`src/rtl/core101_pkg.sv`:
```
// Shared core types: architectural widths and the writeback entry carried
// between execute and the GPR write port.
package core101_pkg;

  localparam int XLEN       = 32;
  localparam int REG_ADDR_W = 5;
  localparam int NUM_REGS   = 32;

  typedef struct packed {
    logic [REG_ADDR_W-1:0] rd;
    logic [XLEN-1:0]       data;
  } wb_entry_t;

endpackage

```
`src/rtl/gpr_wb_fifo.sv`:
```
// Small synchronous FIFO buffering ALU writeback entries; power-of-two depth,
// pointers wrap naturally, push is ignored when full and pop when empty.
module gpr_wb_fifo
  import core101_pkg::*;
#(
  parameter int  DEPTH   = 4,
  parameter type entry_t = wb_entry_t,
  localparam int CNT_W   = $clog2(DEPTH + 1)
) (
  input  logic             clock_in,
  input  logic             reset_in,
  input  logic             push,
  input  entry_t           push_entry,
  input  logic             pop,
  output entry_t           head,
  output logic             full,
  output logic             empty,
  output logic [CNT_W-1:0] count
);

  localparam int PTR_W = $clog2(DEPTH);

  entry_t           mem [DEPTH];
  logic [PTR_W-1:0] wr_ptr;
  logic [PTR_W-1:0] rd_ptr;
  logic             do_push;
  logic             do_pop;

  assign full    = (count == CNT_W'(DEPTH));
  assign empty   = (count == '0);
  assign do_push = push & ~full;
  assign do_pop  = pop & ~empty;
  assign head    = mem[rd_ptr];

  // NOTE: non-blocking (<=) for every registered signal so all flops sample
  // pre-edge values regardless of statement order.
  always_ff @(posedge clock_in) begin
    if (reset_in) begin
      wr_ptr <= '0;
      rd_ptr <= '0;
      count  <= '0;
    end else begin
      if (do_push) wr_ptr <= wr_ptr + PTR_W'(1);
      if (do_pop)  rd_ptr <= rd_ptr + PTR_W'(1);
      case ({do_push, do_pop})
        2'b10:   count <= count + CNT_W'(1);
        2'b01:   count <= count - CNT_W'(1);
        default: count <= count;
      endcase
    end
  end

  // NOTE: storage is deliberately not reset; the pointers and count define
  // which entries are meaningful, so clearing the array buys nothing.
  always_ff @(posedge clock_in) begin
    if (do_push) mem[wr_ptr] <= push_entry;
  end

endmodule

```
`src/rtl/gpr_writeback.sv`:
```
// GPR writeback stage: merges buffered ALU results with priority loads into a
// single registered write port, filters x0 and tracks per-register busy bits.
module gpr_writeback
  import core101_pkg::*;
#(
  parameter int  DATA_WIDTH = XLEN,
  parameter int  ADDR_WIDTH = REG_ADDR_W,
  parameter int  FIFO_DEPTH = 4,
  localparam int NUM_R      = 2 ** ADDR_WIDTH,
  localparam int CNT_W      = $clog2(FIFO_DEPTH + 1)
) (
  input  logic                  clock_in,
  input  logic                  reset_in,
  input  logic                  issue_valid_in,
  input  logic [ADDR_WIDTH-1:0] issue_rd_addr_in,
  input  logic                  exe_valid_in,
  output logic                  exe_ready_out,
  input  logic [ADDR_WIDTH-1:0] exe_rd_addr_in,
  input  logic [DATA_WIDTH-1:0] exe_data_in,
  input  logic                  load_valid_in,
  input  logic [ADDR_WIDTH-1:0] load_rd_addr_in,
  input  logic [DATA_WIDTH-1:0] load_data_in,
  output logic                  gpr_write_enable_out,
  output logic [ADDR_WIDTH-1:0] gpr_rd_addr_out,
  output logic [DATA_WIDTH-1:0] gpr_rd_data_out,
  output logic [NUM_R-1:0]      busy_mask_out,
  output logic [CNT_W-1:0]      fifo_count_out
);

  typedef struct packed {
    logic [ADDR_WIDTH-1:0] rd;
    logic [DATA_WIDTH-1:0] data;
  } entry_t;

  entry_t           push_entry;
  entry_t           fifo_head;
  entry_t           sel_entry;
  logic             fifo_full;
  logic             fifo_empty;
  logic             fifo_push;
  logic             fifo_pop;
  logic             load_sel;
  logic             sel_valid;
  logic [NUM_R-1:0] busy_next;

  // Ready depends only on the registered count, never on a same-cycle pop.
  assign exe_ready_out = ~reset_in & ~fifo_full;
  assign fifo_push     = exe_valid_in & exe_ready_out & (exe_rd_addr_in != '0);
  assign push_entry    = '{rd: exe_rd_addr_in, data: exe_data_in};
  assign load_sel      = load_valid_in & (load_rd_addr_in != '0);

  gpr_wb_fifo #(
    .DEPTH  (FIFO_DEPTH),
    .entry_t(entry_t)
  ) u_fifo (
    .clock_in  (clock_in),
    .reset_in  (reset_in),
    .push      (fifo_push),
    .push_entry(push_entry),
    .pop       (fifo_pop),
    .head      (fifo_head),
    .full      (fifo_full),
    .empty     (fifo_empty),
    .count     (fifo_count_out)
  );

  // NOTE: every signal written here gets a default first, so no path leaves
  // it unassigned and no latch is inferred.
  always_comb begin
    sel_valid = 1'b0;
    sel_entry = fifo_head;
    fifo_pop  = 1'b0;
    if (load_sel) begin
      sel_valid = 1'b1;
      sel_entry = '{rd: load_rd_addr_in, data: load_data_in};
    end else if (!fifo_empty) begin
      sel_valid = 1'b1;
      fifo_pop  = 1'b1;
    end
  end

  // Address and data hold their last value when no write is issued.
  always_ff @(posedge clock_in) begin
    if (reset_in) begin
      gpr_write_enable_out <= 1'b0;
      gpr_rd_addr_out      <= '0;
      gpr_rd_data_out      <= '0;
    end else if (sel_valid) begin
      gpr_write_enable_out <= 1'b1;
      gpr_rd_addr_out      <= sel_entry.rd;
      gpr_rd_data_out      <= sel_entry.data;
    end else begin
      gpr_write_enable_out <= 1'b0;
    end
  end

  // Clear on commit first, then set on issue, so a same-cycle set wins.
  always_comb begin
    busy_next = busy_mask_out;
    if (gpr_write_enable_out) busy_next[gpr_rd_addr_out] = 1'b0;
    if (issue_valid_in)       busy_next[issue_rd_addr_in] = 1'b1;
    busy_next[0] = 1'b0;
  end

  always_ff @(posedge clock_in) begin
    if (reset_in) busy_mask_out <= '0;
    else          busy_mask_out <= busy_next;
  end

  waw_issue_check: assert property (@(posedge clock_in) disable iff (reset_in)
    !(issue_valid_in && (issue_rd_addr_in != '0) && busy_mask_out[issue_rd_addr_in] &&
      !(gpr_write_enable_out && (gpr_rd_addr_out == issue_rd_addr_in))));

  x0_write_check: assert property (@(posedge clock_in) disable iff (reset_in)
    !(gpr_write_enable_out && (gpr_rd_addr_out == '0)));

endmodule
```
`config.mk`:
```
export PLATFORM = sky130hd
export DESIGN_NAME = gpr_writeback
export DESIGN_NICKNAME = d
export VERILOG_FILES = /design/src/rtl/core101_pkg.sv /design/src/rtl/gpr_wb_fifo.sv /design/src/rtl/gpr_writeback.sv
export SDC_FILE = /design/constraint.sdc
export NUM_CORES = 1
export LEC_CHECK = 0
export CORE_MARGIN = 4
export CORE_UTILIZATION = 57
export DETAILED_ROUTE_END_ITERATION = 16
export PLACE_DENSITY = 0.85
export SLEW_MARGIN = 25
export SYNTH_ARGS = -nofsm -noshare
export SYNTH_HDL_FRONTEND = slang
export SYNTH_HIERARCHICAL = 1
export SYNTH_SLANG_ARGS = --single-unit
```
`constraint.sdc`:
```
create_clock -name clock_in -period 7.1 [get_ports clock_in]
set_input_delay 1.775 -clock clock_in [delete_from_list [all_inputs] [get_ports clock_in]]
set_output_delay 1.775 -clock clock_in [all_outputs]
set_load 0.05 [all_outputs]
```
==> key figures <==
Run status
  – Status: finished clean

GRT
  – GR Overflow Total: 0
  – Maximum number of pins on one net before global-route repair: 79
  – Most used routing layer: met2
  – Via count of the first global-routing pass: 5988
  – Met2 track demand over resource in global routing: around 40%
  – Met3 capacity usage during global routing: 5.40%
  – Initial antenna violation count: 0
  – Aggregate global-route resource usage: a little under a quarter
  – Met1 global-route usage: 31.5%
  – Global-route wire length before repair: 33300 µm

Clocking
  – Cts bufs inserted: 23
  – Cell chosen for the clock root: sky130_fd_sc_hd__clkbuf_16
  – Post-CTS setup buffer count: 0
  – Clock latency at the later pin of the worst-skew pair: 510 ps
  – CTS H-Tree Depth: 1
  – TritonCTS Sinks: 226
  – Largest buffer count on any clock path: 3
  – CTS tree: yes
  – PostCTS Resize Cnt: 0
  – Number of hold buffers added after CTS: 0
  – Clock-pin transition on the worst setup and hold timing paths: ~60 ps

Power and ir drop
  – Portion of total power attributed to the clock network: 38.9%
  – Worst voltage drop across the vdd grid: 0.000256 V
  – Register share of total power: 48.6%
  – Leakage power: just under 0.004 µW
  – Power density over the cells: 265 mW/mm²
  – Share of power burned in combinational logic: 12.5%
  – Cell-internal power: 2300 µW
  – Power dissipated by switching net loads: about 730 µW
  – Switching Share: 24.1%

Hold path
  – Startpoint of the tightest hold check path: busy_mask_out[10]$_SDFF_PP0_
  – Hold path depth: 2
  – Sink of the worst hold path: busy_mask_out[10]$_SDFF_PP0_
  – Worst hold path class: flip-flop to flip-flop

STA
  – Final hold viol count: 0
  – Slew at the pin with the worst max-slew slack: 1040 ps
  – Final setup TNS: 0 ps
  – Unrepaired setup endpoints after global routing: no
  – Final clock period utilization by the worst path: approximately 65%
  – Minimum clock period after layout: 4620 ps
  – Least setup slack across all paths after layout: 2480 ps
  – Skew final: 20.4 ps
  – Relative slew slack: 31.0%
  – Number of max-slew violations in the final report: 0
  – Final setup violation count: 0
  – Highest clock rate: roughly 0.22 GHz

Floorplan
  – Core ar.: 0.0154 mm²
  – IO Count: 158
  – Floorplan die width: 134 µm
  – Core Rows: 45
  – Die H: 134 µm
  – Overall die area: 0.0180 mm²
  – Starting Density: 59.0%

Yosys
  – Net Count, Synth: 678
  – EDFF count, synth: ~150
  – Cell with the most instances after synthesis: sky130_fd_sc_hd__edfxtp_1
  – Leading cell types by count after synthesis: sky130_fd_sc_hd__edfxtp_1, sky130_fd_sc_hd__dfxtp_1, sky130_fd_sc_hd__a211oi_1, sky130_fd_sc_hd__a21oi_1, sky130_fd_sc_hd__mux2i_1
  – Biggest area consumer among synthesized cells: sky130_fd_sc_hd__edfxtp_1
  – Post-synth top flop: sky130_fd_sc_hd__edfxtp_1
  – FF+latch count, synth: 226
  – Synth async-reset ratio: 0%
  – Part of the Yosys area used for sequential elements: 66.0%
  – Average cell area after synthesis: 15.5 µm²
  – YS warnings: 6
  – Portion of synthesized cell area occupied by the leading cell type: 48.9%
  – Area of the mapped netlist: 0.00910 mm²
  – Gate Count Post-Synth: between 500 and 600
  – Top post-synthesis cells by area: sky130_fd_sc_hd__edfxtp_1, sky130_fd_sc_hd__dfxtp_1, sky130_fd_sc_hd__mux4_2
  – Number of library cell types mapped by synthesis: 40

Finish
  – Final antenna diode count: 0
  – Layout area overhead: 25.5%
  – Layout cell share with drive strength beyond 1: around an eighth
  – Total Nets Final: 825

Worst setup path
  – CP Data Arrival Time: 2840 ps
  – Cell-by-cell listing of the critical path: buf_2, nor2_1, clkdlybuf4s50_1
  – Register-to-register setup slack: 4340 ps
  – WP data required: 5330 ps
  – Critical path peak fanout: 2
  – Class of the most critical setup path: input pin to output pin
  – Worst setup EP type: output pin
  – R2r startpoint: u_fifo/count[0]$_SDFFE_PP0P_
  – Library cell contributing the largest single delay on the critical path: sky130_fd_sc_hd__clkdlybuf4s50_1
  – Sum of buffers and inverters on the critical path: 2
  – Endpoint of the lowest-slack register-to-register path: u_fifo/count[2]$_SDFFE_PP0P_
  – Kind of cell with the highest combined delay on the critical path: buffers and inverters
  – Largest stage delay, worst path: 820 ps
  – Cell depth of the worst flop-to-flop path: 11
  – Crit path launch type: input pin

Placed design
  – Minimum setup slack after placement: 2250 ps
  – HPWL after detailed placement: 13300 µm
  – Number of buffer cells added on primary ports: 156
  – Final RePlAce weighted congestion: 0.879

Flow run
  – Max Cap Violations: 0

Routing
  – Drt via density: between 6 and 7
  – WL/cell: 22.0 µm
  – Count of antenna-violating nets left after detailed routing: 0
  – Number of remaining DRC errors: 0
  – Final routed wirelength across all metal layers: 21200 µm
  – DRC violation total after the first TritonRoute iteration: 523
  – DR vias: 5798
  – Detailed-router iteration count before antenna repair: 5
[state kept, by name, indices dropped and copies added, names as in the netlist, named ones only]
name and flops:
busy_mask_out 31, u_fifo/count 3, u_fifo/rd_ptr 2, u_fifo/wr_ptr 2, u_fifo/mem 148, gpr_write_enable_out 1, gpr_rd_data_out 32, gpr_rd_addr_out 5
[worst max-delay path by stage]
| stage | start | depth (start not counted) | end |
|---|---|---|---|
| 6_report | reset_in | 3 | exe_ready_out |
| 5_1_grt | reset_in | 3 | exe_ready_out |
| 4_1_cts | reset_in | 3 | exe_ready_out |
| 3_5_place_dp | load_rd_addr_in[1] | 13 | u_fifo/count[2]$_SDFFE_PP0P_ |
| 3_3_place_gp | load_rd_addr_in[1] | 13 | u_fifo/count[2]$_SDFFE_PP0P_ |
| 2_1_floorplan | reset_in | 7 | u_fifo/mem[0][0]$_DFFE_PP_ |
[cell usage in the layout, fill, tap and decap left out, drive strengths merged]
cell / count
nor2: 11
nor3: 3
a21o: 1
a211oi: 64
clkdlybuf4s50: 155
a32o: 2
nand3: 4
o31ai: 4
clkinv: 6
edfxtp: 148
and2: 4
nand2: 33
and3b: 5
nand3b: 5
dfxtp: 78
nor3b: 5
or3: 4
nand2b: 2
and3: 2
bufinv: 2
or3b: 4
a21oi: 39
nor4: 1
o21ai: 34
buf: 6
xor2: 3
mux2i: 38
ha: 5
clkbuf: 33
fa: 1
mux4: 37
inv: 12
conb: 1
[worst min-delay path: cells and delay by family, from the launching register on]
family,cells,cell delay [ps]
AOI/OAI and AO/OA,2,120
DFF,1,300
[metal layers]
metal,wire length [µm],part of all wire [%],up-vias
met5,0,0,-
met4,328,1.5,0
met3,1920,9.1,28
met2,10400,49,293
met1,8530,40,2870
li1,-,-,2607
[area by class of cell]
class | instances | area (µm²)
flip-flops and latches | 226 | 6010
clock buffers | 33 | 633
inverters | 11 | 41.3
multi-input cells | 312 | 2760
repair buffers | 161 | 1590
fillers | 976 | 4010
well taps | 211 | 264
clock inverters | 9 | 111
[metrics by stage]
stage                     total power, µW  hold WS (ps)  instance area (µm²)  util [%]  instances
after floorplan                      1730           459                 9100         -        588
after global placement               1860           459                10700      69.1        921
after detailed placement             1880           469                10700      69.1        921
after CTS                            3050           477                11400      74.0        963
after global routing                 3130           506                11400      74.0        963
final                                3030           473                11400      74.0        963
[cell families (layout without fill, tap and decap cells)]
logic type | Yosys count | count (layout) | share of synthesized area (%)
other | 1 | 1 | 0.0412
xor gates and xnor gates | 3 | 3 | 0.289
and+or+nand+nor | 83 | 83 | 5.01
AOI/OAI and AO/OA | 144 | 144 | 10.3
muxes | 75 | 75 | 13.6
adders and majority gates | 6 | 6 | 0.908
DFF | 226 | 226 | 66.0
buffers and inverters | 50 | 214 | 3.82
[power groups by stage]
stage | registers, µW | logic (µW) | clock network (µW)
floorplan | 1570 | 158 | 0
global placement | 1500 | 367 | 0
detailed placement | 1500 | 376 | 0
CTS | 1470 | 379 | 1200
global route | 1480 | 400 | 1250
finish | 1470 | 379 | 1180
Power figures use the tool's default switching activity.
